### src/rtl/fir_pkg.sv
// Shared types for the FIR sample feeder: sample word, FIFO entry and
// feeder state encoding.
package fir_pkg;

  typedef logic [31:0] sample_t;

  typedef enum logic [2:0] {
    IDLE  = 3'd0,
    PRIME = 3'd1,
    RUN   = 3'd2,
    DRAIN = 3'd3,
    DONE  = 3'd4
  } feeder_state_t;

  typedef struct packed {
    logic    last;
    sample_t data;
  } fifo_entry_t;

  localparam sample_t ZERO_SAMPLE = '0;

endpackage

### src/rtl/fir_sample_fifo.sv
// Sample FIFO (data + end-of-stream flag) with array storage, pointer-based
// occupancy and a running count of last-marked entries still queued.
module fir_sample_fifo
  import fir_pkg::*;
#(
  parameter int DEPTH = 16
) (
  input  logic        clk,
  input  logic        rst_n,
  input  logic        push,
  input  fifo_entry_t push_entry,
  input  logic        pop,
  output sample_t     head_data,
  output logic        full,
  output logic        empty,
  output logic        has_last
);

  localparam int AW = $clog2(DEPTH);

  fifo_entry_t   mem [DEPTH];
  fifo_entry_t   head_entry;
  logic [AW-1:0] wr_ptr_reg;
  logic [AW-1:0] rd_ptr_reg;
  logic [AW:0]   count_reg;
  logic [AW:0]   last_cnt_reg;
  logic          do_push;
  logic          do_pop;
  logic          push_last;
  logic          pop_last;

  assign empty     = (count_reg == '0);
  assign full      = (count_reg == (AW+1)'(DEPTH));
  assign do_pop    = pop && !empty;
  // A full FIFO can still take a word when the head leaves in the same cycle.
  assign do_push   = push && (!full || do_pop);
  assign head_entry = mem[rd_ptr_reg];
  assign head_data = head_entry.data;
  assign push_last = do_push && push_entry.last;
  assign pop_last  = do_pop && head_entry.last;
  assign has_last  = (last_cnt_reg != '0);

  always_ff @(posedge clk) begin
    if (do_push) begin
      mem[wr_ptr_reg] <= push_entry;
    end
  end

  always_ff @(posedge clk or negedge rst_n) begin
    if (!rst_n) begin
      wr_ptr_reg   <= '0;
      rd_ptr_reg   <= '0;
      count_reg    <= '0;
      last_cnt_reg <= '0;
    end else begin
      if (do_push) begin
        wr_ptr_reg <= wr_ptr_reg + AW'(1);
      end
      if (do_pop) begin
        rd_ptr_reg <= rd_ptr_reg + AW'(1);
      end
      case ({do_push, do_pop})
        2'b10:   count_reg <= count_reg + (AW+1)'(1);
        2'b01:   count_reg <= count_reg - (AW+1)'(1);
        default: count_reg <= count_reg;
      endcase
      case ({push_last, pop_last})
        2'b10:   last_cnt_reg <= last_cnt_reg + (AW+1)'(1);
        2'b01:   last_cnt_reg <= last_cnt_reg - (AW+1)'(1);
        default: last_cnt_reg <= last_cnt_reg;
      endcase
    end
  end

endmodule

### src/rtl/fir_sample_feeder.sv
// Feeds buffered float32 samples to the FIR on each request edge, primes it out
// of reset with the first sample, then signals stop and supplies flush zeros.
module fir_sample_feeder
  import fir_pkg::*;
#(
  parameter int DEPTH     = 16,
  parameter int FLUSH_LEN = 7,
  parameter int CNT_W     = 16
) (
  input  logic             clk,
  input  logic             rst_n,
  input  logic             wr_valid,
  input  logic [31:0]      wr_data,
  input  logic             wr_last,
  output logic             wr_ready,
  input  logic             start,
  input  logic             fir_next,
  output logic [31:0]      fir_in,
  output logic             fir_rst,
  output logic             fir_stop,
  output logic             busy,
  output logic             done,
  output logic             underrun,
  output logic [CNT_W-1:0] sent_cnt
);

  localparam int FW = (FLUSH_LEN > 1) ? $clog2(FLUSH_LEN) : 1;

  feeder_state_t    state_reg;
  feeder_state_t    state_next;
  logic             next_prev_reg;
  logic             alive_reg;
  logic             eos_seen_reg;
  logic [FW-1:0]    flush_cnt_reg;
  sample_t          fir_in_reg;
  logic             fir_rst_reg;
  logic             fir_stop_reg;
  logic             underrun_reg;
  logic [CNT_W-1:0] sent_cnt_reg;

  logic             req;
  logic             push;
  logic             pop;
  logic             full;
  logic             empty;
  logic             has_last;
  sample_t          head_data;
  fifo_entry_t      push_entry;
  logic             flush_last;

  assign req        = fir_next && !next_prev_reg;
  // Held low until the first clock after reset so the host never writes during reset.
  assign wr_ready   = alive_reg && !full;
  assign push       = wr_valid && wr_ready;
  assign push_entry = '{last: wr_last, data: wr_data};
  assign flush_last = (flush_cnt_reg == FW'(FLUSH_LEN - 1));

  fir_sample_fifo #(
    .DEPTH(DEPTH)
  ) u_fifo (
    .clk       (clk),
    .rst_n     (rst_n),
    .push      (push),
    .push_entry(push_entry),
    .pop       (pop),
    .head_data (head_data),
    .full      (full),
    .empty     (empty),
    .has_last  (has_last)
  );

  always_ff @(posedge clk or negedge rst_n) begin
    if (!rst_n) begin
      state_reg <= IDLE;
    end else begin
      state_reg <= state_next;
    end
  end

  always_comb begin
    state_next = state_reg;
    case (state_reg)
      IDLE: begin
        if (start) state_next = PRIME;
      end
      PRIME: begin
        if (!empty) state_next = RUN;
        else if (eos_seen_reg) state_next = DONE;
      end
      RUN: begin
        if (req && empty && eos_seen_reg) state_next = DRAIN;
      end
      DRAIN: begin
        if (req && flush_last) state_next = DONE;
      end
      DONE: begin
        if (start) state_next = PRIME;
      end
      default: state_next = IDLE;
    endcase
  end

  always_comb begin
    pop  = 1'b0;
    busy = 1'b0;
    done = 1'b0;
    case (state_reg)
      PRIME: begin
        busy = 1'b1;
        pop  = !empty;
      end
      RUN: begin
        busy = 1'b1;
        pop  = req && !empty;
      end
      DRAIN: busy = 1'b1;
      DONE:  done = 1'b1;
      default: ;
    endcase
  end

  always_ff @(posedge clk or negedge rst_n) begin
    if (!rst_n) begin
      next_prev_reg <= 1'b0;
      alive_reg     <= 1'b0;
      eos_seen_reg  <= 1'b0;
      flush_cnt_reg <= '0;
      fir_in_reg    <= ZERO_SAMPLE;
      fir_rst_reg   <= 1'b1;
      fir_stop_reg  <= 1'b0;
      underrun_reg  <= 1'b0;
      sent_cnt_reg  <= '0;
    end else begin
      next_prev_reg <= fir_next;
      alive_reg     <= 1'b1;
      if (push && wr_last) begin
        eos_seen_reg <= 1'b1;
      end
      case (state_reg)
        IDLE, DONE: begin
          if (start) begin
            // Keep end-of-stream only when a last-marked sample is still queued.
            eos_seen_reg <= has_last || (push && wr_last);
            fir_stop_reg <= 1'b0;
            fir_rst_reg  <= 1'b1;
            sent_cnt_reg <= '0;
            underrun_reg <= 1'b0;
          end
        end
        PRIME: begin
          if (!empty) begin
            fir_in_reg   <= head_data;
            fir_rst_reg  <= 1'b0;
            sent_cnt_reg <= CNT_W'(1);
          end
        end
        RUN: begin
          if (req) begin
            if (!empty) begin
              fir_in_reg <= head_data;
              if (sent_cnt_reg != '1) begin
                sent_cnt_reg <= sent_cnt_reg + CNT_W'(1);
              end
            end else if (!eos_seen_reg) begin
              fir_in_reg   <= ZERO_SAMPLE;
              underrun_reg <= 1'b1;
            end else begin
              fir_in_reg    <= ZERO_SAMPLE;
              fir_stop_reg  <= 1'b1;
              flush_cnt_reg <= '0;
            end
          end
        end
        DRAIN: begin
          if (req) begin
            fir_in_reg    <= ZERO_SAMPLE;
            flush_cnt_reg <= flush_cnt_reg + FW'(1);
          end
        end
        default: ;
      endcase
    end
  end

  assign fir_in   = fir_in_reg;
  assign fir_rst  = fir_rst_reg;
  assign fir_stop = fir_stop_reg;
  assign underrun = underrun_reg;
  assign sent_cnt = sent_cnt_reg;

endmodule
### config.mk
export PLATFORM = sky130hd
export DESIGN_NAME = fir_sample_feeder
export DESIGN_NICKNAME = d
export VERILOG_FILES = /design/src/rtl/fir_pkg.sv /design/src/rtl/fir_sample_fifo.sv /design/src/rtl/fir_sample_feeder.sv
export SDC_FILE = /design/constraint.sdc
export NUM_CORES = 1
export LEC_CHECK = 0
export CORE_MARGIN = 2
export CORE_UTILIZATION = 40
export DETAILED_ROUTE_END_ITERATION = 10
export PLACE_DENSITY = 0.63
export SYNTH_ARGS = -nofsm -noshare
export SYNTH_HDL_FRONTEND = slang
export SYNTH_SLANG_ARGS = --single-unit
### constraint.sdc
create_clock -name clk -period 4.6 [get_ports clk]
set_input_delay 0.92 -clock clk [delete_from_list [all_inputs] [get_ports clk]]
set_output_delay 0.92 -clock clk [all_outputs]
set_load 0.05 [all_outputs]
After elaboration in Yosys (flattened, before gate mapping). Memories as Yosys holds them, arrays and structs flattened. Cells that the tools add are included.

Memories kept: 1. Logic and storage cells: 126. RAM bits: 528. Output and inout bits: 54. Input bits: 38. Flip-flop bits (word level): 78.

Memories: u_fifo.mem (depth 16, width 33, read ports 1, clocked after memory_dff 0, wr ports 1, line fir_sample_fifo.sv:21) `fifo_entry_t mem [DEPTH];`.

Eq/ne operators: 23. Add/subtract/negate cells: 8. Muxes and demuxes: 44. Reduce and logical (&&, ||, !) cells: 36.

Operator list (number): 32-bit 2-to-1 mux (4); 32-bit one-hot mux with 3 select lines (1); 16-bit 2-to-1 mux (5); 16-bit one-hot mux with 3 select lines (1); 3-bit 2-to-1 mux (9); 2-bit inequality test, second input constant (10); 5-bit one-hot mux with 2 select lines (2); 16-bit by 1-bit adder with 16-bit output, second input constant (1); 1-bit 2-to-1 mux (16); 16-bit inequality test, second input constant (1); 5-bit AND reduction (3); 1-bit logical AND (12); 3-bit one-hot mux with 4 select lines (1); 5-bit by 1-bit adder with 5-bit output, second input constant (2); 2-bit nonzero test (5); 5-bit by 1-bit subtractor with 5-bit output, second input constant (2); 4-bit by 1-bit adder with 4-bit output, second input constant (2); 1-bit one-hot mux with 2 select lines (4); 4-bit AND reduction (2); 3-bit by 2-bit equality test with 1-bit output, second input constant (2); 3-bit equality test, second input constant (2); 3-bit one-hot mux with 2 select lines (1); 6-bit AND reduction (1); 3-bit nonzero test (2); other kinds (15) (20).

Longest topological paths before layout. Gate-level depths: netlist (run 1).

Depth in word-level cells: 10. Depth in mapped cells: 13. Depth with buffers taken out: 12.

Hierarchy. Synthesis (run 1) repeated with hierarchy kept, for this count alone.

Cells, all modules: 1213. Area total of the unflattened synthesis: 23844.1 um^2.

Modules (own cells, without submodules): fir_sample_fifo (cells each 952, sequential area each 16305.6 um^2, instances 1, area an instance 21008.9 um^2); fir_sample_feeder (cells each 261, sequential area each 1502.7 um^2, instances 1, area an instance 2835.2 um^2).

Least setup slack after synthesis (run 1). No wires, ideal clock.

Kind: input-to-reg. From: input port fir_next. To: register u_fifo.last_cnt_reg[4]. Arrival: 3.286 ns. Stages on the path: 12. Required time: 4.521 ns. Slack: 1.235 ns. Library setup time: 0.079 ns. Buffers on the path: 1. Path through: nand4bb_1 a221oi_2 clkbuf_1 and2_1 ha_1 inv_1 fa_1 nor2b_1 o21ai_0 and3_1 nor3_1 xor2_1.

Longest elaborated chain between the ends: 9. Elaborated cells on any way between the ends: 12. Classes of those cells: eq/ne: 2; mux: 2; reduce/logical: 8.

Ends and longest elaborated chain: from (decl) (line fir_sample_feeder.sv:17) `input logic fir_next,`; 1-bit logical AND (*) (line fir_sample_feeder.sv:51) `assign req = fir_next && !next_prev_reg;`; 1-bit logical AND (*) (line fir_sample_feeder.sv:114) `pop = req && !empty;`; 1-bit one-hot mux with 2 select lines (*) (line fir_sample_feeder.sv:107) `case (state_reg)`; 1-bit logical AND (*) (line fir_sample_fifo.sv:34) `assign do_pop = pop && !empty;`; named net u_fifo.do_pop (line fir_sample_fifo.sv:28) `logic do_pop;`; 1-bit logical OR (line fir_sample_fifo.sv:36) `assign do_push = push && (!full || do_pop);`; 1-bit logical AND (line fir_sample_fifo.sv:36); 1-bit logical AND (line fir_sample_fifo.sv:39) `assign push_last = do_push && push_entry.last;`; 2-bit by 1-bit equality test with 1-bit output or 2-bit equality test (tied branches) (line fir_sample_fifo.sv:67) `case ({push_last, pop_last})`; 5-bit one-hot mux with 2 select lines or 2-bit nonzero test (tied branches); to (signal assigned) (line fir_sample_fifo.sv:68) `2'b10: last_cnt_reg <= last_cnt_reg + (AW+1)'(1);`; to (signal assigned) (line fir_sample_fifo.sv:69) `2'b01: last_cnt_reg <= last_cnt_reg - (AW+1)'(1);`; to (signal assigned) (line fir_sample_fifo.sv:70) `default: last_cnt_reg <= last_cnt_reg;`; to (decl) (line fir_sample_fifo.sv:26) `logic [AW:0] last_cnt_reg;`.

Mark *: on every way through the listed nets, which the timed path passes. The rest lies on a longest branch. A chain may end at the register's enable or synchronous reset.

Worst setup path after layout (run 1).
From: register u_fifo.count_reg[1]. To: output port wr_ready.

Longest elaborated chain between the ends: 3.

Ends and longest elaborated chain: from (decl) (line fir_sample_fifo.sv:25) `logic [AW:0] count_reg;`; from (signal assigned) (line fir_sample_fifo.sv:63) `2'b10: count_reg <= count_reg + (AW+1)'(1);`; from (signal assigned) (line fir_sample_fifo.sv:64) `2'b01: count_reg <= count_reg - (AW+1)'(1);`; from (signal assigned) (line fir_sample_fifo.sv:65) `default: count_reg <= count_reg;`; 5-bit equality test (line fir_sample_fifo.sv:33) `assign full = (count_reg == (AW+1)'(DEPTH));`; 1-bit zero test (line fir_sample_feeder.sv:53) `assign wr_ready = alive_reg && !full;`; 1-bit logical AND (line fir_sample_feeder.sv:53); to (decl) (line fir_sample_feeder.sv:15) `output logic wr_ready,`.

Every way passes these cells.

==> metrics.txt, run 1 <==
unrepaired setup endpoints after global routing no; setup total negative slack 0 ns; Post-Synthesis Mean Instance Area 19.7 um^2; Chip Width 249 um; peak ir drop on the vdd network 0.000341 V; worst reg2reg setup slack 1.23 ns; switching power 5.51 mW; final setup fails 0; number of routed nets with antenna violations 0; Routed wire per std cell 23.5 um; starting DRC count in detailed routing 1053; outcome completed; Total Wirelength 50900 um; cell area after synthesis 24000 um^2; type of element launching the critical path register; pin count of the biggest net entering global routing 98; maximum clock skew at final layout 0.0218 ns; Area growth syn-to-layout 16.7%; number of flip-flops in the largest register 528; Post-Route Hold Slack 0.436 ns; Worst-Margin Slew 0.999 ns; CTS tree yes; fraction of layout instances using a drive strength above 1 20.7%; Synth area leader sky130_fd_sc_hd__edfxtp_1; count of endpoints failing hold in the final timing report 0; H-tree levels 3; Design Area, Final 28000 um^2; Resized Gates After CTS 0; number of global-route vias before repair 12600; nature of the critical path endpoint output port; number of library cell types mapped by synthesis 55; period utilization 78.0%; buffer cell driving the clock tree root sky130_fd_sc_hd__clkbuf_16; clock latency on the worst-skew pair 0.58 ns; Max Transition Viols Final 0; Switching Share 31.7%; Congestion Overflow GR 0; Commonest cells post-synth sky130_fd_sc_hd__edfxtp_1 (528), sky130_fd_sc_hd__mux4_2 (133), sky130_fd_sc_hd__dfrtp_1 (77), sky130_fd_sc_hd__a21oi_1 (50), sky130_fd_sc_hd__nor2b_1 (35); top-area cell type share of the netlist area 66.1%; path depth of the worst reg2reg path 10; capture instance of the worst register-to-register path u_fifo.last_cnt_reg[4]; post-CTS setup buffer count 0; number of I/O pins 92; endpoint arrival time on the critical path 2.67 ns; core occupancy in the finished layout 47.3%; post-detail-place hpwl 28300 um; number of antenna violations at the first check in global routing 3; total CTS buffers 66; global-route wire length before repair 78600 um; total number of nets in the final design 1399; count of hold-fix buffers inserted at cts 0; Synth Register Bits 606; part of the power in registers 40.6%; detailed-route DRC error count 0; overall die height 249 um; Synth warnings 0; Worst R2R Start u_fifo.rd_ptr_reg[0]; maximum buffer depth of the clock tree 3; CP required 3.68 ns; maximum achievable frequency 0.279 GHz; power density over the cells 621 nW/um^2; LEAKAGE 9.21 nW; prevailing post-synth register cell sky130_fd_sc_hd__edfxtp_1; internal power component 11.9 mW; critical path fanouts, max 5; path type of the worst min-delay path in2async; clock transition at the register clock pins on the worst setup and hold paths after CTS 0.06 ns; placement row count 89; post-DR vias/cell 5.53; number of enable flip-flop cells after synthesis 528; area enclosed by the die boundary 61900 um^2; Syn Inst Count 1218; maxcap violations 0; Tot GR Track Use 16.7%; initial core utilization 40.5%; post-detailed-placement cell area 25900 um^2; critical path class reg2out; Placer Congestion 0.803; standard cell core area 59100 um^2; Post-synth ARST share 12.9%; total number of clock tree sinks 606; Clock power frac 29.3%; Syn Nets 1274; portion of the post-synthesis area used by sequential elements 74.3%; leading post-synthesis cells by cell area sky130_fd_sc_hd__edfxtp_1 (66%), sky130_fd_sc_hd__mux4_2 (12%), sky130_fd_sc_hd__dfrtp_1 (8.0%); most frequent cell after synthesis sky130_fd_sc_hd__edfxtp_1; worst slew margin relative to its limit 33.1%; Logic pwr share 30.1%; first-pass detailed-route iteration total 7; total via count in the routed design 11980; port bufs 91; fin crit period 3.59 ns
## placed cells by master (no fill, tap or decap), drive strengths merged, types with 5 or more instances in the layout
master,instances
clkbuf,85
xor2,6
a211oi,33
a21oi,50
nand4,7
mux2i,33
ha,16
o21ai,27
xnor2,8
nand3,11
clkinv,24
o211ai,7
and2,21
nor2b,35
clkdlybuf4s50,90
and3,5
dfrtp,77
nor2,12
or3,5
inv,23
buf,33
edfxtp,528
mux4,133
nand2,27
a22o,33
nor3,12
## area by class of cell
type	instances	area (um^2)
Sequential cell	606	17800
Fill cell	4870	31100
Multi-Input combinational cell	526	5770
Antenna cell	1	2.50
Clock buffer	85	1820
Tap cell	773	967
Timing Repair Buffer	123	1250
Clock inverter	33	272
Inverter	20	75.1
## cell families after synthesis
| logic type | after synthesis | synth area share (%) |
|---|---|---|
| adder cells (fa/ha/maj) | 18 | 1.00 |
| flip-flops | 606 | 74.3 |
| AND/OR/NAND/NOR | 156 | 3.67 |
| buffers and inverters | 86 | 1.75 |
| AO/OA/AOI/OAI | 170 | 4.84 |
| multiplexers | 167 | 13.9 |
| other | 1 | 0.0156 |
| XOR/XNOR | 14 | 0.512 |
## how the worst max path moves through the flow
stage	from	end	slack [ns]	cells after the start
after CTS	u_fifo.count_reg[0]	wr_ready	1.00	3
after detailed placement	fir_next	u_fifo.last_cnt_reg[4]	0.88	12
final	u_fifo.count_reg[1]	wr_ready	1.01	3
after floorplan	fir_next	u_fifo.last_cnt_reg[4]	1.24	12
after global routing	u_fifo.count_reg[1]	wr_ready	0.94	3
after global placement	fir_next	u_fifo.last_cnt_reg[4]	0.88	12
## per-stage QoR
| step | setup WS [ns] | total power, mW | cells |
|---|---|---|---|
| floorplan | 1.24 | 10.9 | 1218 |
| global placement | 0.883 | 12.4 | 2048 |
| detailed placement | 0.877 | 12.5 | 2048 |
| CTS | 1.00 | 17.6 | 2166 |
| global route | 0.944 | 18.2 | 2166 |
| finish | 1.01 | 17.4 | 2167 |
## power groups by stage
stage	Sequential (mW)	Combinational, mW	Clock, mW
after floorplan	7.41	3.52	0
after global placement	7.14	5.25	0
after detailed placement	7.16	5.29	0
after CTS	7.06	5.31	5.20
after global routing	7.13	5.66	5.41
final	7.05	5.22	5.09
## layer usage
metal  wire, um  GRT usage, %  vias to the layer above
li1           -             -                     5251
met2      24400          26.8                      352
met5         22             0                        -
met3       2760          2.57                       61
met1      22800          23.8                     6312
met4        809          4.76                        4
## critical path, stage by stage (launching register included)
cell	delay, ns
sky130_fd_sc_hd__dfrtp_1	0.43
sky130_fd_sc_hd__nor4_1	0.69
sky130_fd_sc_hd__a21boi_1	0.18
sky130_fd_sc_hd__clkdlybuf4s50_1	0.78
No activity file was read; power rests on OpenSTA's default activity.
==> run 2, diff against run 1 <==
==> constraint.sdc (replaced) <==
create_clock -name clk -period 3.5 [get_ports clk]
set_input_delay 0.7 -clock clk [delete_from_list [all_inputs] [get_ports clk]]
set_output_delay 0.7 -clock clk [all_outputs]
set_load 0.05 [all_outputs]
==> metrics.txt, run 2 (synthesis gave the netlist of run 1 again) <==
overall die height 249 um; Worst-Margin Slew 1.03 ns; placement-stage worst setup slack 0.0213 ns; power density over the cells 810 nW/um^2; LEAKAGE 9.31 nW; Area growth syn-to-layout 17.9%; Tot GR Track Use 16.6%; fraction of layout instances using a drive strength above 1 21.8%; Total Wirelength 51100 um; fin crit period 3.26 ns; buffer cell driving the clock tree root sky130_fd_sc_hd__clkbuf_16; path type of the worst min-delay path in2async; CP required 2.80 ns; clock latency on the worst-skew pair 0.64 ns; detailed-route DRC error count 0; number of flip-flops in the largest register 528; clock transition at the register clock pins on the worst setup and hold paths after CTS 0.06 ns; total via count in the routed design 12005; Design Area, Final 28300 um^2; number of standard cells in the layout, taps in and fillers out 2178; maxcap violations 0; count of hold-fix buffers inserted at cts 0; total CTS buffers 61; area enclosed by the die boundary 61900 um^2; unrepaired setup endpoints after global routing no; Clock power frac 29.2%; number of diodes added for antenna fixing 0; switching power 7.27 mW; CTS tree yes; post-detail-place hpwl 27100 um; pin count of the biggest net entering global routing 131; standard cell core area 59100 um^2; worst reg2reg setup slack 0.33 ns; maximum clock skew at final layout 0.0385 ns; maximum achievable frequency 0.307 GHz; number of I/O pins 92; maximum buffer depth of the clock tree 3; Max Transition Viols Final 0; CP startpoint state_reg[2]; post-detailed-placement cell area 26200 um^2; total number of clock tree sinks 606; Placed Cells incl. Taps 2063; Switching Share 31.8%; Logic pwr share 31.3%; type of element launching the critical path register; nature of the critical path endpoint output port; placement row count 89; critical path class reg2out; first-pass detailed-route iteration total 7; post-DR vias/cell 5.51; number of antenna violations at the first check in global routing 4; critical path fanouts, max 15; number of routed nets with antenna violations 0; global-route wire length before repair 78000 um; worst slew margin relative to its limit 31.7%; Resized Gates After CTS 0; total number of nets in the final design 1409; outcome completed; endpoint arrival time on the critical path 2.56 ns; setup total negative slack 0 ns; Congestion Overflow GR 0; period utilization 93.1%; number of global-route vias before repair 12533; part of the power in registers 39.5%; initial core utilization 40.5%; peak ir drop on the vdd network 0.000870 V; port bufs 91; number of inserted filler cells in the final layout 4787; Placer Congestion 0.792; Routed wire per std cell 23.4 um; most frequent cells in the layout sky130_fd_sc_hd__edfxtp_1 (528), sky130_fd_sc_hd__mux4_2 (133), sky130_fd_sc_hd__clkdlybuf4s50_1 (90); worst-case setup margin in the final layout 0.242 ns; Chip Width 249 um; internal power component 15.6 mW; H-tree levels 2; most common cell after layout, fill and taps aside sky130_fd_sc_hd__edfxtp_1; Worst R2R Start u_fifo.rd_ptr_reg[0]; starting DRC count in detailed routing 917; post-CTS setup buffer count 0; final setup fails 0; Post-Route Hold Slack 0.175 ns; count of endpoints failing hold in the final timing report 0
## run 2: cell types whose count changed in the layout (fill, tap and decap cells not counted)
cell                         before  now
sky130_fd_sc_hd__clkinv_1        14    9
sky130_fd_sc_hd__bufinv_16        4    9
sky130_fd_sc_hd__clkinv_16        0    2
sky130_fd_sc_hd__buf_12           8   22
sky130_fd_sc_hd__clkinv_2         8   14
sky130_fd_sc_hd__clkinvlp_4       2    7
sky130_fd_sc_hd__clkinv_8         0    1
sky130_fd_sc_hd__diode_2          1    0
sky130_fd_sc_hd__clkbuf_8         8    1
sky130_fd_sc_hd__clkinv_4         2    1
sky130_fd_sc_hd__clkbuf_16       67   61
sky130_fd_sc_hd__inv_6            3    1
sky130_fd_sc_hd__clkbuf_1        10    9
sky130_fd_sc_hd__buf_4           25   26
## run 2: area by class of cell
cell class	instances	area, um^2	area share, %
clock inverters	44	520	1.84
well taps	773	967	3.42
flip-flops and latches	606	17800	63.0
repair buffers	138	1540	5.44
clock buffers	71	1570	5.57
inverters	20	75.1	0.266
multi-input cells	526	5770	20.4
## run 2: routing by layer
metal / global-route usage (%) / part of all wire, %
met5: 0 / 0.11
met4: 4.23 / 1.7
met3: 3.02 / 5.4
met2: 27.0 / 49
met1: 23.2 / 44
## run 2: power groups by stage
stage	registers [mW]	clock network, mW	logic (mW)
finish	9.04	6.69	7.17
global route	9.12	7.14	7.76
CTS	9.04	6.85	7.30
detailed placement	9.18	0	7.28
global placement	9.15	0	7.22
floorplan	9.74	0	4.63
## run 2: stage by stage
step / util, % / total power, mW
global route: 47.8 / 24.0
finish: 47.8 / 22.9
detailed placement: 44.3 / 16.5
CTS: 47.8 / 23.2
floorplan: - / 14.4
global placement: 44.3 / 16.4
## run 2: worst max-delay path, cell delays in order, from the launching register on
cell                              delay [ns]
sky130_fd_sc_hd__dfrtp_1                0.67
sky130_fd_sc_hd__inv_1                  0.13
sky130_fd_sc_hd__nor3_1                 0.28
sky130_fd_sc_hd__clkdlybuf4s50_1        0.86
## run 2: path summary, 6_finish.rpt
check / to / depth (start not counted)
min reg2reg: u_fifo.last_cnt_reg[4] / 1
max in group asynchronous: u_fifo.wr_ptr_reg[0] / 2
min in group clk: u_fifo.last_cnt_reg[4] / 1
max reg2reg: u_fifo.last_cnt_reg[4] / 11
min: sent_cnt[10] / 1
max: done / 3
